**src/rtl/pe_feeder.sv**
```systemverilog
// Skewed operand feeder for an N-row systolic PE array: clears the array, then streams k_len beats with lane i delayed by i+1 cycles.
// Optional sticky underrun flag is built when PE_FEEDER_UNDERRUN_EN is defined.
module pe_feeder #(
  parameter int N     = 4,
  parameter int WIDTH = 16
) (
  input  logic                 clk,
  input  logic                 rst,
  input  logic                 start,
  input  logic [7:0]           k_len,
  input  logic                 in_valid,
  output logic                 in_ready,
  input  logic [N*WIDTH-1:0]   in_data,
  output logic [N*WIDTH-1:0]   feed_a,
  output logic                 pe_clr,
  output logic                 busy,
  output logic                 done
`ifdef PE_FEEDER_UNDERRUN_EN
  ,
  output logic                 underrun
`endif
);

  localparam int FW = (N > 1) ? $clog2(N) : 1;

  typedef enum logic [2:0] {
    IDLE   = 3'd0,
    CLEAR  = 3'd1,
    STREAM = 3'd2,
    FLUSH  = 3'd3,
    DONE   = 3'd4
  } state_t;

  state_t          state_reg;
  logic [7:0]      k_reg;
  logic [7:0]      beat_cnt_reg;
  logic [FW-1:0]   flush_cnt_reg;
  logic            accept;
  logic            shift_en;

  assign accept   = in_valid && in_ready;
  assign shift_en = (state_reg == STREAM) || (state_reg == FLUSH);

  // Outputs are registered alongside each transition so they never glitch.
  always_ff @(posedge clk or negedge rst) begin
    if (!rst) begin
      state_reg     <= IDLE;
      k_reg         <= '0;
      beat_cnt_reg  <= '0;
      flush_cnt_reg <= '0;
      in_ready      <= 1'b0;
      pe_clr        <= 1'b0;
      busy          <= 1'b0;
      done          <= 1'b0;
    end else begin
      pe_clr <= 1'b0;
      done   <= 1'b0;
      case (state_reg)
        IDLE: begin
          if (start) begin
            state_reg <= CLEAR;
            k_reg     <= k_len;
            pe_clr    <= 1'b1;
            busy      <= 1'b1;
          end
        end
        CLEAR: begin
          beat_cnt_reg  <= '0;
          flush_cnt_reg <= '0;
          if (k_reg != 8'd0) begin
            state_reg <= STREAM;
            in_ready  <= 1'b1;
          end else begin
            state_reg <= FLUSH;
          end
        end
        STREAM: begin
          if (in_valid) begin
            beat_cnt_reg <= beat_cnt_reg + 8'd1;
            // Compare before increment so k_len=255 never needs a wrapped count.
            if ((beat_cnt_reg + 8'd1) == k_reg) begin
              state_reg <= FLUSH;
              in_ready  <= 1'b0;
            end
          end
        end
        FLUSH: begin
          if (flush_cnt_reg == FW'(N - 1)) begin
            state_reg <= DONE;
            done      <= 1'b1;
          end else begin
            flush_cnt_reg <= flush_cnt_reg + FW'(1);
          end
        end
        DONE: begin
          state_reg <= IDLE;
          busy      <= 1'b0;
        end
        default: begin
          state_reg <= IDLE;
          in_ready  <= 1'b0;
          busy      <= 1'b0;
        end
      endcase
    end
  end

  genvar gi;
  generate
    for (gi = 0; gi < N; gi++) begin : g_lane
      logic signed [WIDTH-1:0] stage_reg [0:gi];

      // Lane gi is gi+1 registers deep; outside STREAM/FLUSH it is held at zero.
      always_ff @(posedge clk or negedge rst) begin
        if (!rst) begin
          for (int j = 0; j <= gi; j++) stage_reg[j] <= '0;
        end else if (shift_en) begin
          stage_reg[0] <= accept ? in_data[gi*WIDTH +: WIDTH] : '0;
          for (int j = 1; j <= gi; j++) stage_reg[j] <= stage_reg[j-1];
        end else begin
          for (int j = 0; j <= gi; j++) stage_reg[j] <= '0;
        end
      end

      assign feed_a[gi*WIDTH +: WIDTH] = stage_reg[gi];
    end
  endgenerate

`ifdef PE_FEEDER_UNDERRUN_EN
  always_ff @(posedge clk or negedge rst) begin
    if (!rst) begin
      underrun <= 1'b0;
    end else if (state_reg == CLEAR) begin
      underrun <= 1'b0;
    end else if ((state_reg == STREAM) && !in_valid) begin
      underrun <= 1'b1;
    end
  end
`endif

endmodule

```
**config.mk**
```make
export PLATFORM = sky130hd
export DESIGN_NAME = pe_feeder
export DESIGN_NICKNAME = d
export VERILOG_FILES = /design/src/rtl/pe_feeder.sv
export SDC_FILE = /design/constraint.sdc
export NUM_CORES = 1
export LEC_CHECK = 0
export CAP_MARGIN = 15
export CORE_MARGIN = 10
export CORE_UTILIZATION = 41
export CTS_CLUSTER_SIZE = 14
export DETAILED_ROUTE_END_ITERATION = 10
export PLACE_DENSITY = 0.66
export REMOVE_ABC_BUFFERS = 1
export SLEW_MARGIN = 25
export SYNTH_ARGS = -nofsm -noshare
export SYNTH_HDL_FRONTEND = slang
export SYNTH_SLANG_ARGS = --single-unit
```
**constraint.sdc**
```tcl
create_clock -name clk -period 2.99 [get_ports clk]
set_input_delay 0.598 -clock clk [delete_from_list [all_inputs] [get_ports clk]]
set_output_delay 0.598 -clock clk [all_outputs]
set_load 0.01 [all_outputs]
```
# Word level (Yosys, flattened, before mapping)
# Index checks and enable logic that the tools add are counted.
# W data, S select, Z words.
[totals] ff_bits=185 out_inout_bits=68
[classes] add_sub_neg=2 n_eq_ne=12 muxes=28 bitwise_logic=2 n_reduce_logical=14
[op_table] operator="$mux W16" n=5
[op_table] operator="$mux W64" n=1
[op_table] operator="$mux W48" n=1
[op_table] operator="$mux W32" n=1
[op_table] operator="$pmux W8 S2" n=1
[op_table] operator="$mux W3" n=4
[op_table] operator="$pmux W3 S4" n=1
[op_table] operator="$mux W1" n=9
[op_table] operator="$add A8 B1 Y8 const B" n=1
[op_table] operator="$eq A8 B8 Y1" n=1
[op_table] operator="$mux W8" n=1
[op_table] operator="$ne A2 B2 Y1 const B" n=4
[op_table] operator="$reduce_and A2 Y1" n=4
[op_table] operator="$reduce_and A4 Y1" n=2
[op_table] operator="$reduce_bool A8 Y1" n=1
[op_table] operator="$eq A3 B2 Y1 const B" n=2
[op_table] operator="$reduce_or A3 Y1" n=2
[op_table] operator="$ne A2 B1 Y1 const B" n=2
[op_table] operator="$pmux W2 S2" n=1
[op_table] operator="$reduce_bool A2 Y1" n=2
[op_table] operator="$eq A3 B1 Y1 const B" n=1
[op_table] operator="$eq A3 B3 Y1 const B" n=1
[op_table] operator="$logic_not A3 Y1" n=1
[op_table] operator="$pmux W1 S3" n=1
[op_table] operator="7 further kinds" n=8

# Logic depth before layout (Yosys ltp)
[depth] depth_word=5 mapped_depth=8 ltp_nobuf=7

# Worst setup path before layout
# Ideal clock, no wire load.
[synth_path] path_kind="register to register" startpoint="reg beat_cnt_reg[0]" endpoint="reg state_reg[0]" setup_ns=0.124 t_arrival_ns=1.614 setup_slack_ns=1.252 path_stages_with_launch=8 n_path_buf=0 cell_sequence="dfrtp_1 > ha_1 > and3_4 > nand3_2 > xnor2_1 > mux2i_1 > and3_1 > a211o_1"
[synth_between] elab_chain_len=4
[synth_lines] item="start, declared" line="36" text="logic [7:0] beat_cnt_reg;"
[synth_lines] item="start signal, assigned" line="79" text="beat_cnt_reg <= beat_cnt_reg + 8'd1;"
[synth_lines] item="$add A8 B1 Y8" line="81" text="if ((beat_cnt_reg + 8'd1) == k_reg) begin"
[synth_lines] item="$eq A8 B8 Y1" line="81"
[synth_lines] item="$ne A2 B1 Y1 (no source line)"
[synth_lines] item="$reduce_and A4 Y1 (no source line)"
[synth_lines] item="end signal, assigned" line="82" text="state_reg <= FLUSH;"
[synth_lines] item="end signal, assigned" line="89" text="state_reg <= DONE;"
[synth_lines] item="end signal, assigned" line="96" text="state_reg <= IDLE;"
[synth_lines] item="end, declared" line="34" text="state_t state_reg;"
# No other way between the ends.
# A chain may end at the register's enable or synchronous reset.

# Final worst setup path
[layout_path] startpoint="reg state_reg[1]" endpoint="reg state_reg[0]"
[layout_between] elab_chain_len=3 elab_cells_between_ends=10
[layout_lines] item="start signal, assigned" line="47" text="state_reg <= IDLE;"
[layout_lines] item="start signal, assigned" line="61" text="state_reg <= CLEAR;"
[layout_lines] item="start signal, assigned" line="71" text="state_reg <= STREAM;"
[layout_lines] item="$eq A3 B2 Y1 / $logic_not A3 Y1 (equally long branches)" line="58" text="case (state_reg)"
[layout_lines] item="$ne A2 B1 Y1 (no source line) / $ne A2 B2 Y1 (equally long branches)"
[layout_lines] item="$reduce_and A4 Y1 (no source line)"
# Parallel ways exist; a longest one is shown, timed or not.

==> out/qor.txt <==
pre-CTS WS: 819 ps
Largest register FFs: 112
post-route insts no fill: 873
post-synthesis compound-gate area fraction: 3.82%
GRT overflow: 0
met3 wire len: 1.41 mm
Inserted Diodes: 0
met1 wire length: 5.22 mm
Root Driver: clkbuf_16
area leader, netlist: dfrtp_1
initial core utilization: 41.9%
Yosys reg bits: 185
Pwr Density: 876 nW/um^2
Final Hold Viols: 0
Critical Path RT: 3290 ps
synth top area cells: dfrtp_1, and2_1, buf_4
via count: 3,942
EDFF count, synth: 0
CTS tree: yes
dpl hpwl: 8.70 mm
Fillers: 1,413
sequential area share after synthesis: 66.6%
asr flop ratio synth: 100%
leakage: 4.06 nW
dominant synthesized flop cell: dfrtp_1
Reg clk slew, reported paths: 60 ps
DR vias/cell: 4.52
WL met2: 6.09 mm
Die X-Extent: 150 um
nets@finish: 718
I/O pin total: 144
Setup crit start kind: register
max-cap violation count: 0
IR drop worst, VDD: 0.446 mV
fraction of layout cells with a size suffix above 1: 8.27%
worst skew pair latency: 420 ps
first-pass GRT wire length: 21.6 mm
Synth Instances: 552
cts hold-fix bufs: 0
PostCTS Resize Cnt: 0
largest net degree at the start of global routing: 99
max frequency: 0.489 GHz
area of the mapped netlist: 6950 sq um
iteration count of the initial detailed-routing pass: 4
Max Used Layer: met4
XOR/XNOR Fraction of Synth Area: 1.01%
Synth Area in Simple Gates: 19.4%
initial antenna violation count: 0
CP Class: register to register
Clock Path Buffers: 2
R2R Path Start: state_reg[1]
Worst-Margin Slew: 766 ps
Final setup viols: 0
outcome: finished clean
H-tree Lvls: 4
final worst-path cycle share: 68.3%
gpl congestion: 0.835
Avg WL per Cell: 14.7 um
Routed Antenna Nets: 0
Area growth, synth to finish: 27.0%
most numerous cell in the Yosys netlist: dfrtp_1
fin area: 8820 sq um
RSZ-0062 raised after global routing: no
Avg Inst Size Synth: 12.6 sq um
Arrival @ worst endpoint: 2350 ps
Final Skew: 9.69 ps
initial DRC count: 208
Yosys top cell area share: 66.6%
placed cell areas: 8240 sq um
Post-Place Cells: 841
final wirelength: 12.9 mm
# clock sinks: 185
# rows: 47
Netlist cell types: 45
Max FO, Critical Path: 98
YS warnings: 0
DRC violations left: 0
Setup crit start: state_reg[1]
total core area: 16,600 sq um
list of most frequent post-synthesis cells: dfrtp_1, and2_1, buf_4, nand2_1, clkbuf_1
Setup Fix Bufs, Post-CTS: 0
Die Ht: 150 um
total CTS buffers: 17
mux share of post-synthesis cell area: 1.44%
PortBufs: 143
vias in the first global route: 4,249
Hold Path Class: input pin to async pin
Synth Area in Adders: 0.360%
Min Clock Period, post-route: 2040 ps
CP endpoint kind: register
max_slew headroom: 48.9%
die area: 22,600 sq um
largest family of logic cells by synthesized area: simple AND/OR/NAND/NOR gates
gr usage total: 12.1%
final setup margin: 947 ps
Final Max Tran Viols: 0
area by class of cell:
| cell class | count | area, sq um | share of cell area (%) |
|---|---|---|---|
| Sequential cell | 185 | 4630 | 52.5 |
| Clock inverter | 13 | 138 | 1.56 |
| Inverter | 2 | 7.51 | 0.0851 |
| Timing Repair Buffer | 148 | 1510 | 17.1 |
| Tap cell | 220 | 275 | 3.12 |
| Clock buffer | 19 | 443 | 5.02 |
| Multi-Input combinational cell | 286 | 1820 | 20.6 |
cell usage in the layout, fill, tap and decap left out, types with 3 or more instances in the layout:
master,instances
a21oi_1,8
a22o_1,4
and2_1,162
and3_4,3
buf_12,3
clkbuf_16,17
clkdlybuf4s50_1,142
clkinvlp_4,5
dfrtp_1,185
inv_6,3
mux2_2,8
nand2_1,29
nor2_1,11
nor2b_1,3
o21ai_0,16
xnor2_1,6
where the power goes:
part | internal, mW | total, mW | switching, mW
registers | 3.20 | 3.56 | 0.361
logic | 1.12 | 2.02 | 0.894
clock network | 1.19 | 2.15 | 0.958
per-stage QoR:
stage	TNS, ps	power (mW)	hold slack [ps]	util (%)
2_1_floorplan	-68810	4.56	302	-
3_3_place_gp	0	5.59	428	49.7
3_5_place_dp	0	5.68	432	49.7
4_1_cts	0	7.87	101	53.2
5_1_grt	0	8.24	112	53.2
6_report	0	7.73	109	53.2
per-layer routing:
metal	up-vias	global-route usage, %
met2	115	18.1
li1	1873	-
met4	0	4.18
met3	12	7.47
met1	1942	14.0
met5	-	0
kinds of logic after synthesis:
kind of cell | count (synthesis)
xor+xnor | 8
compound gates | 41
flops | 185
mux | 9
simple gates | 226
fa+ha+maj | 2
buf+inv | 81
worst max-delay path, stage by stage, from the launching register on:
cell	delay, ps
dfrtp_1	750
nor2b_4	260
buf_4	560
nor2b_1	100
a211o_1	250
final timing paths:
path                                      endpoint  slack (ps)  depth (start not counted)
setup reg to reg                      state_reg[0]         950                          4
hold / removal                            k_reg[4]         110                          1
setup / recovery                      state_reg[0]         950                          4
min in group clk                        feed_a[56]         440                          1
hold reg to reg                         feed_a[56]         440                          1
max in group asynchronous  g_lane[0].stage_reg[15]        2110                          2
(Power assumes the default switching activity.)
